### src/rtl/uart_rx_cfg.sv
// rtl/uart_rx_cfg.sv - runtime-configurable oversampled UART receiver with show-ahead RX FIFO
// Define UART_RX_MAJORITY_EN for 2-of-3 majority sampling around mid-bit (needs OVERSAMPLE >= 8).
module uart_rx_cfg #(
  parameter int OVERSAMPLE = 16,
  parameter int FIFO_DEPTH = 8,
  parameter int DIV_W      = 16
) (
  input  logic                          clk,
  input  logic                          reset,
  input  logic                          rxd,
  input  logic [DIV_W-1:0]              baud_div,
  input  logic [1:0]                    cfg_data_bits,
  input  logic                          cfg_parity_en,
  input  logic                          cfg_parity_odd,
  input  logic                          cfg_two_stop,
  output logic                          rx_valid,
  output logic [7:0]                    rx_data,
  output logic                          rx_perr,
  output logic                          rx_ferr,
  input  logic                          rx_ready,
  output logic                          overrun,
  input  logic                          clr_overrun,
  output logic [$clog2(FIFO_DEPTH):0]   fifo_level
);

  localparam int SW = $clog2(OVERSAMPLE);
  localparam int AW = $clog2(FIFO_DEPTH);
  localparam logic [SW-1:0] MID  = SW'(OVERSAMPLE / 2 - 1);
  localparam logic [SW-1:0] LAST = SW'(OVERSAMPLE - 1);

  typedef enum logic [2:0] {IDLE, START, DATA, PARITY, STOP} state_e;

  logic             rxd_meta_q, rxd_sync_q;
  logic [DIV_W-1:0] div_cnt_q, div_last;
  logic             tick, sample, bit_val, bit_end;

  state_e           state_q, state_d;
  logic [SW-1:0]    samp_q, samp_d;
  logic [2:0]       bit_cnt_q, bit_cnt_d;
  logic [7:0]       data_q, data_d;
  logic             perr_q, perr_d, ferr_q, ferr_d;
  logic             stop_cnt_q, stop_cnt_d;
  logic [1:0]       nbits_q, nbits_d;
  logic             par_en_q, par_en_d, par_odd_q, par_odd_d, two_stop_q, two_stop_d;
  logic             push, push_ferr;

  logic [9:0]       mem_q [FIFO_DEPTH];
  logic [AW-1:0]    wr_ptr_q, rd_ptr_q;
  logic [AW:0]      count_q;
  logic             overrun_q, full, pop, wr_en;
  logic [9:0]       head;

  always_ff @(posedge clk) begin
    if (reset) begin
      rxd_meta_q <= 1'b1;
      rxd_sync_q <= 1'b1;
      div_cnt_q  <= '0;
    end else begin
      rxd_meta_q <= rxd;
      rxd_sync_q <= rxd_meta_q;
      div_cnt_q  <= tick ? '0 : div_cnt_q + DIV_W'(1);
    end
  end

  // >= rather than == so a divisor lowered on the fly cannot strand the counter above its terminal count
  assign div_last = (baud_div == '0) ? '0 : baud_div - DIV_W'(1);
  assign tick     = (div_cnt_q >= div_last);
  assign bit_end  = tick && (samp_q == LAST);

`ifdef UART_RX_MAJORITY_EN
  logic [1:0] early_q;
  always_ff @(posedge clk) begin
    if (reset) begin
      early_q <= 2'b11;
    end else if (tick) begin
      if (samp_q == MID - SW'(1)) early_q[0] <= rxd_sync_q;
      if (samp_q == MID)          early_q[1] <= rxd_sync_q;
    end
  end
  assign sample  = tick && (samp_q == MID + SW'(1));
  assign bit_val = (early_q[0] & early_q[1]) | (early_q[0] & rxd_sync_q) | (early_q[1] & rxd_sync_q);
`else
  assign sample  = tick && (samp_q == MID);
  assign bit_val = rxd_sync_q;
`endif

  always_comb begin
    state_d    = state_q;
    samp_d     = samp_q;
    bit_cnt_d  = bit_cnt_q;
    data_d     = data_q;
    perr_d     = perr_q;
    ferr_d     = ferr_q;
    stop_cnt_d = stop_cnt_q;
    nbits_d    = nbits_q;
    par_en_d   = par_en_q;
    par_odd_d  = par_odd_q;
    two_stop_d = two_stop_q;
    push       = 1'b0;
    push_ferr  = ferr_q | ~bit_val;
    if (tick && state_q != IDLE) samp_d = samp_q + SW'(1);
    case (state_q)
      IDLE: begin
        if (tick && !rxd_sync_q) begin
          state_d    = START;
          samp_d     = '0;
          bit_cnt_d  = '0;
          data_d     = '0;
          perr_d     = 1'b0;
          ferr_d     = 1'b0;
          stop_cnt_d = 1'b0;
          nbits_d    = cfg_data_bits;
          par_en_d   = cfg_parity_en;
          par_odd_d  = cfg_parity_odd;
          two_stop_d = cfg_two_stop;
        end
      end
      START: begin
        if (sample && bit_val) state_d = IDLE;
        else if (bit_end)      state_d = DATA;
      end
      DATA: begin
        if (sample) data_d[bit_cnt_q] = bit_val;
        if (bit_end) begin
          if (bit_cnt_q == {1'b0, nbits_q} + 3'd4) begin
            bit_cnt_d = '0;
            state_d   = par_en_q ? PARITY : STOP;
          end else begin
            bit_cnt_d = bit_cnt_q + 3'd1;
          end
        end
      end
      PARITY: begin
        if (sample)  perr_d  = ((^data_q) ^ bit_val) != par_odd_q;
        if (bit_end) state_d = STOP;
      end
      STOP: begin
        if (sample) begin
          ferr_d = push_ferr;
          if (stop_cnt_q == two_stop_q) begin
            push    = 1'b1;
            state_d = IDLE;
          end
        end
        if (bit_end) stop_cnt_d = 1'b1;
      end
      default: state_d = IDLE;
    endcase
  end

  always_ff @(posedge clk) begin
    if (reset) begin
      state_q    <= IDLE;
      samp_q     <= '0;
      bit_cnt_q  <= '0;
      data_q     <= '0;
      perr_q     <= 1'b0;
      ferr_q     <= 1'b0;
      stop_cnt_q <= 1'b0;
      nbits_q    <= '0;
      par_en_q   <= 1'b0;
      par_odd_q  <= 1'b0;
      two_stop_q <= 1'b0;
    end else begin
      state_q    <= state_d;
      samp_q     <= samp_d;
      bit_cnt_q  <= bit_cnt_d;
      data_q     <= data_d;
      perr_q     <= perr_d;
      ferr_q     <= ferr_d;
      stop_cnt_q <= stop_cnt_d;
      nbits_q    <= nbits_d;
      par_en_q   <= par_en_d;
      par_odd_q  <= par_odd_d;
      two_stop_q <= two_stop_d;
    end
  end

  assign full  = (count_q == (AW+1)'(FIFO_DEPTH));
  assign pop   = rx_valid & rx_ready;
  assign wr_en = push & (~full | pop);

  always_ff @(posedge clk) begin
    if (wr_en) mem_q[wr_ptr_q] <= {data_q, perr_q, push_ferr};
  end

  always_ff @(posedge clk) begin
    if (reset) begin
      wr_ptr_q  <= '0;
      rd_ptr_q  <= '0;
      count_q   <= '0;
      overrun_q <= 1'b0;
    end else begin
      if (wr_en) wr_ptr_q <= wr_ptr_q + AW'(1);
      if (pop)   rd_ptr_q <= rd_ptr_q + AW'(1);
      case ({wr_en, pop})
        2'b10:   count_q <= count_q + (AW+1)'(1);
        2'b01:   count_q <= count_q - (AW+1)'(1);
        default: count_q <= count_q;
      endcase
      if (push && full && !pop) overrun_q <= 1'b1;
      else if (clr_overrun)     overrun_q <= 1'b0;
    end
  end

  assign head       = mem_q[rd_ptr_q];
  assign rx_valid   = (count_q != '0);
  assign rx_data    = rx_valid ? head[9:2] : 8'h00;
  assign rx_perr    = rx_valid & head[1];
  assign rx_ferr    = rx_valid & head[0];
  assign overrun    = overrun_q;
  assign fifo_level = count_q;

endmodule

### config.mk
export PLATFORM = sky130hd
export DESIGN_NAME = uart_rx_cfg
export DESIGN_NICKNAME = d
export VERILOG_FILES = /design/src/rtl/uart_rx_cfg.sv
export SDC_FILE = /design/constraint.sdc
export NUM_CORES = 1
export LEC_CHECK = 0
export BUFFER_PORTS_ARGS = -buffer_cell sky130_fd_sc_hd__buf_4
export CAP_MARGIN = 20
export CORE_MARGIN = 2
export CORE_UTILIZATION = 35
export DETAILED_ROUTE_END_ITERATION = 10
export GPL_ROUTABILITY_DRIVEN = 1
export GPL_TIMING_DRIVEN = 1
export HOLD_SLACK_MARGIN = 0.08
export SETUP_SLACK_MARGIN = 0.5
export SYNTH_ARGS = -nofsm -noshare
export SYNTH_HDL_FRONTEND = slang
export SYNTH_SLANG_ARGS = --single-unit
### constraint.sdc
create_clock -name clk -period 11.8 [get_ports clk]
set_input_delay 2.36 -clock clk [delete_from_list [all_inputs] [get_ports clk]]
set_output_delay 2.36 -clock clk [all_outputs]
set_load 0.03 [all_outputs]
After elaboration in Yosys (flattened, before gate mapping)
Memories as Yosys holds them, arrays and structs flattened. A register that Yosys moved wholly into a read port is not among the register bits. Index checks and enable logic that the tools add are counted.

Register bits: 55. Memory bits (writable): 80. Input port bits: 26. Output and inout bits: 16. Word-level logic and storage cells: 132. Memories kept: 1.

Add/sub/neg operators: 9. Order comparisons: 3. Eq/ne operators: 22. Muxes and demuxes: 42. Bitwise gates (word level): 9. Reductions and logical operators: 28.

Memories: mem_q (words 8, bits a word 10, read ports 1, clocked after memory_dff 1, wr ports 1, line 47) `logic [9:0] mem_q [FIFO_DEPTH];`.

Operators by type and width (number): $mux W3 (14); $mux W8 (3); $ne A2 B2 Y1 const B (9); $add A16 B1 Y16 const B (1); $ge A16 B16 Y1 (1); $logic_not A16 Y1 (1); $mux W16 (1); $pmux W8 S2 (1); $sub A16 B1 Y16 const B (1); $pmux W3 S5 (1); $reduce_and A3 Y1 (5); $mux W1 (12); $mux W4 (3); $reduce_bool A2 Y1 (5); $add A3 B1 Y3 const B (3); $add A4 B1 Y4 const B (2); $bwmux W8 (1); $eq A4 B4 Y1 const B (2); $logic_and A1 B1 Y1 (8); $pmux W4 S2 (1); $reduce_xor A8 Y1 (1); $reduce_and A7 Y1 (1); $eq A3 B2 Y1 const B (2); $pmux W1 S2 (3); other kinds (25) (31).

Depth between registers and ports, before layout
Depth after elaboration: 9. Mapped depth: 18.

Worst setup path before layout
Ideal clock, no wire load.

Path kind: input-to-reg. Start point: in baud_div[11]. End point: mem mem_q[2][0] (enable). Library setup time: 0.407 ns. Arrival: 5.870 ns. Path slack: 5.522 ns. Stages on the path: 13. Path through: or3_1 -> or2_2 -> nor3_1 -> nand4b_1 -> clkbuf_1 -> nand2_1 -> ha_1 -> nand4_1 -> nor3_2 -> a31oi_1 -> nand2_1 -> nand2_1 -> nor4b_1.

Cells in the longest elaborated chain, start to end: 9.

Ends and longest elaborated chain: start: declaration (line 11) `input logic [DIV_W-1:0] baud_div,`; $sub A16 B1 Y16 / $logic_not A16 Y1 (equally long branches) (line 66) `assign div_last = (baud_div == '0) ? '0 : baud_div - DIV_W'(1);`; $mux W16 (*) (line 66); $ge A16 B16 Y1 (*) (line 67) `assign tick = (div_cnt_q >= div_last);`; $logic_and A1 B1 Y1 (*) (line 83) `assign sample = tick && (samp_q == MID);`; $mux W1 (*) (line 138) `if (sample) begin`; $mux W1 (*) (line 102) `case (state_q)`; $and A1 B1 Y1 (*) (line 181) `assign wr_en = push & (~full | pop);`; $mux W1 (*) (line 184) `if (wr_en) mem_q[wr_ptr_q] <= {data_q, perr_q, push_ferr};`; $mux W1 (not written as such) (*) (line 184); end: declaration (line 47).

Mark *: on every way between the ends. The rest lies on a longest branch, timed or not.

Final worst setup path
Start point: in baud_div[11]. End point: reg count_q[3], in the netlist fifo_level[3].

Cells in the longest elaborated chain, start to end: 9.

Ends and longest elaborated chain: $sub A16 B1 Y16 / $logic_not A16 Y1 (equally long branches) (line 66); $mux W16 (*) (line 66); $ge A16 B16 Y1 (*) (line 67); $logic_and A1 B1 Y1 (*) (line 83); $mux W1 (*) (line 138); $mux W1 (*) (line 102); $and A1 B1 Y1 (*) (line 181); $eq A2 B1 Y1 / $eq A2 B2 Y1 (equally long branches) (line 196) `case ({wr_en, pop})`; $pmux W4 S2 / $reduce_bool A2 Y1 (equally long branches); end signal: assignment (line 197) `2'b10: count_q <= count_q + (AW+1)'(1);`; end signal: assignment (line 198) `2'b01: count_q <= count_q - (AW+1)'(1);`; end signal: assignment (line 199) `default: count_q <= count_q;`; end: declaration (line 49) `logic [AW:0] count_q;`.

Marks and branches as above. A chain may end at the register's enable or synchronous reset.

==> impl_metrics.env <==
export IMPL_run_status="completed"
export IMPL_cts_htree_levels=4
export IMPL_edff_count_synth=80
export IMPL_hold_path_startpoint="rxd_meta_q"
export IMPL_syn_area_per_cell_sq_um=11.6
export IMPL_vias_per_cell=5.05
export IMPL_ir_drop_mv=0.0889
export IMPL_grt_pass1_vias=4302
export IMPL_setup_total_negative_slack_ns=0
export IMPL_drt_iter0_drc=240
export IMPL_clock_tree_buffer_depth=2
export IMPL_layout_area_overhead_vs_synth_pct=17.1
export IMPL_startpoint_type="primary input"
export IMPL_timing_hold_worst_class="flip-flop to flip-flop"
export IMPL_synth_seq_area_share=0.543
export IMPL_cts_buffers=17
export IMPL_design_core_area_sq_um=18500
export IMPL_worstSkewPairLatency_ns=0.41
export IMPL_synth_warnings=0
export IMPL_worstHoldEndpoint="bit_val"
export IMPL_cp_startpoint="baud_div[11]"
export IMPL_floorplan_die_area_sq_um=19800
export IMPL_mappedNetlistNets=616
export IMPL_path_clk_slew_ns=0.06
export IMPL_synth_cells_most_frequent="80 x sky130_fd_sc_hd__edfxtp_1, 63 x sky130_fd_sc_hd__nor2_1, 58 x sky130_fd_sc_hd__dfxtp_1"
export IMPL_synthArstFlopShare=0
export IMPL_ys_flop_type="sky130_fd_sc_hd__edfxtp_1"
export IMPL_leakage_nw=2.81
export IMPL_top_level_ports=42
export IMPL_post_drt_wl_per_cell_um=15.2
export IMPL_drc_errors=0
export IMPL_post_synth_num_cell_types=56
export IMPL_fmax_mhz=151
export IMPL_max_cap_violations=0
export IMPL_nFillCells=1751
export IMPL_synth_seq_cells=138
export IMPL_grt_antenna_before_repair=0
export IMPL_cts_repair_resized=0
export IMPL_timing_final_ws_setup_ns=5.17
export IMPL_finalWeightedCongestion=0.845
export IMPL_grt_pass1_wl_um=21600
export IMPL_fin_total_pwr_mw=1.30
export IMPL_cts_hold_buffers=0
export IMPL_timing_final_crit_share=0.562
export IMPL_drt_antenna_violating_nets=0
export IMPL_post_synth_top_area_cell="sky130_fd_sc_hd__edfxtp_1"
export IMPL_ys_top_cells_by_area="sky130_fd_sc_hd__edfxtp_1 37%, sky130_fd_sc_hd__dfxtp_1 18%, sky130_fd_sc_hd__mux4_2 6.9%"
export IMPL_clock_root_buffer="sky130_fd_sc_hd__clkbuf_16"
export IMPL_finalSetupViolations=0
export IMPL_critical_path_reg2reg_endpoint="fifo_level[3]"
export IMPL_placement_rows=50
export IMPL_drive_gt1_frac=0.187
export IMPL_cts_sinks=138
export IMPL_worst_r2r_cell_count=13
export IMPL_finalHoldViolations=0
export IMPL_holdPathStages=1
export IMPL_grt_total_usage=0.139
export IMPL_vias=4313
export IMPL_preCtsSetupSlack_ns=4.73
export IMPL_detail_route_wirelength_um=13000
export IMPL_largest_net_degree_at_the_start_of_global_routing=44
export IMPL_maxSlewViolCount=0
export IMPL_grtUsageMet1=0.180
export IMPL_pwr_density_cell_nw_per_um2=169
export IMPL_cp_required_ns=12.10
export IMPL_globalRouteMet2Util=0.227
export IMPL_max_slew_margin_rel=0.307
export IMPL_grt_busiest_layer="met2"
export IMPL_initial_core_util=0.354
export IMPL_synth_most_common_cell="sky130_fd_sc_hd__edfxtp_1"
export IMPL_post_cts_buffers=0
export IMPL_portBuffers=41
export IMPL_critical_path_endpoint_type="flip-flop"
export IMPL_final_setup_skew_ns=0.00636
export IMPL_nNetsFinal=659
export IMPL_tritoncts="yes"
export IMPL_detail_route_first_pass_iterations=4
export IMPL_rsz0062_at_grt="no"
export IMPL_dieWidth_um=141
export IMPL_die_height_um=141
export IMPL_critical_path_peak_fanout=16
export IMPL_netlist_area_leader_share=0.366
export IMPL_rr_startpoint="div_cnt_q[0]"
export IMPL_synthesis_area_sq_um=6560
export IMPL_worst_pin_slew_ns=1.03
export IMPL_layout_min_cycle_time_ns=6.63
export IMPL_regToRegSetupSlack_ns=8.49
export IMPL_synth_cells=564
export IMPL_diodes=0
export IMPL_worstPathArrival_ns=6.93
export IMPL_dpl_hpwl_um=8970
export IMPL_use_met3=0.0323
export IMPL_worstSetupPathType="primary input to flip-flop"
export IMPL_grt_overflow=0
## state kept, by name (all words and copies together), names as in the netlist, named ones only
signal,flops
state_q,3
samp_q,4
stop_cnt_q,1
div_cnt_q,16
overrun,1
two_stop_q,1
fifo_level,4
bit_val,1
par_odd_q,1
rd_ptr_q,3
nbits_q,2
mem_q,80
wr_ptr_q,3
data_q,8
rxd_meta_q,1
perr_q,1
ferr_q,1
bit_cnt_q,3
par_en_q,1
## critical path: stages
cell and delay, ns:
sky130_fd_sc_hd__buf_4 0.12, sky130_fd_sc_hd__or3_1 0.38, sky130_fd_sc_hd__or2_2 0.29, sky130_fd_sc_hd__nor3_1 0.21
sky130_fd_sc_hd__nand4b_1 0.49, sky130_fd_sc_hd__and2_1 0.36, sky130_fd_sc_hd__ha_1 0.26, sky130_fd_sc_hd__nand2b_1 0.14
sky130_fd_sc_hd__a2111o_1 0.40, sky130_fd_sc_hd__a31oi_1 0.21, sky130_fd_sc_hd__and2_4 0.29, sky130_fd_sc_hd__o21ai_4 0.11
sky130_fd_sc_hd__inv_2 0.11, sky130_fd_sc_hd__ha_1 0.23, sky130_fd_sc_hd__a21o_1 0.17, sky130_fd_sc_hd__a21oi_1 0.18
sky130_fd_sc_hd__mux2_4 0.32, sky130_fd_sc_hd__mux2_4 0.29
## metrics by stage
step | util | hold slack [ns] | instance area, sq um | cells
2_1_floorplan | - | 0.389 | 6560 | 564
3_3_place_gp | 0.386 | 0.399 | 7150 | 821
3_5_place_dp | 0.386 | 0.403 | 7150 | 821
4_1_cts | 0.414 | 0.416 | 7670 | 853
5_1_grt | 0.415 | 0.432 | 7680 | 854
6_report | 0.415 | 0.415 | 7680 | 854
## power breakdown
group	leakage [nW]	total, mW	internal [mW]	switching, mW
Clock	0.254	0.461	0.276	0.185
Sequential	1.28	0.529	0.514	0.0147
Combinational	1.28	0.306	0.132	0.173
## cell usage in the layout, fill, tap and decap left out, types with 7 or more instances in the layout
master,netlist,layout
sky130_fd_sc_hd__nor3_1,19,17
sky130_fd_sc_hd__o22ai_1,8,8
sky130_fd_sc_hd__nand2b_1,7,7
sky130_fd_sc_hd__and3_1,10,10
sky130_fd_sc_hd__a21oi_1,20,20
sky130_fd_sc_hd__xor2_1,20,20
sky130_fd_sc_hd__clkbuf_16,0,17
sky130_fd_sc_hd__nor2_1,63,63
sky130_fd_sc_hd__mux4_2,20,20
sky130_fd_sc_hd__o21ai_0,19,19
sky130_fd_sc_hd__edfxtp_1,80,80
sky130_fd_sc_hd__ha_1,25,25
sky130_fd_sc_hd__mux2i_1,18,18
sky130_fd_sc_hd__nand3_1,16,16
sky130_fd_sc_hd__buf_4,0,46
sky130_fd_sc_hd__dfxtp_1,58,58
sky130_fd_sc_hd__nand2_1,49,49
sky130_fd_sc_hd__inv_1,13,13
sky130_fd_sc_hd__xnor2_1,25,25
## kinds of logic (layout without fill, tap and decap cells)
kind of cell	after synthesis	after routing	share of synthesized area
AOI/OAI and AO/OA	72	72	0.0672
muxes	41	41	0.102
buffers and inverters	37	93	0.0231
DFF	138	138	0.543
xor gates and xnor gates	45	45	0.0601
and+or+nand+nor	205	205	0.153
adders and majority gates	26	26	0.0508
## layout make-up
| type | count | area (sq um) | area share |
|---|---|---|---|
| clock inverters | 9 | 48.8 | 0.00636 |
| well taps | 234 | 293 | 0.0381 |
| inverters | 14 | 52.6 | 0.00684 |
| repair buffers | 47 | 357 | 0.0464 |
| clock buffers | 23 | 468 | 0.0610 |
| flip-flops and latches | 138 | 3560 | 0.464 |
| multi-input cells | 389 | 2900 | 0.377 |
## layer usage
metal	share of wire	wire, um
met1	0.46	6020
met4	0.021	270
met3	0.035	455
met5	0	0
met2	0.48	6220
## worst max path at each step
stage / endpoint / depth (start not counted)
finish: fifo_level[3] / 18
global route: fifo_level[3] / 18
floorplan: mem_q[2][0] / 13
global placement: fifo_level[3] / 18
CTS: fifo_level[3] / 18
detailed placement: fifo_level[3] / 18
No activity file was read; power rests on OpenSTA's default activity.
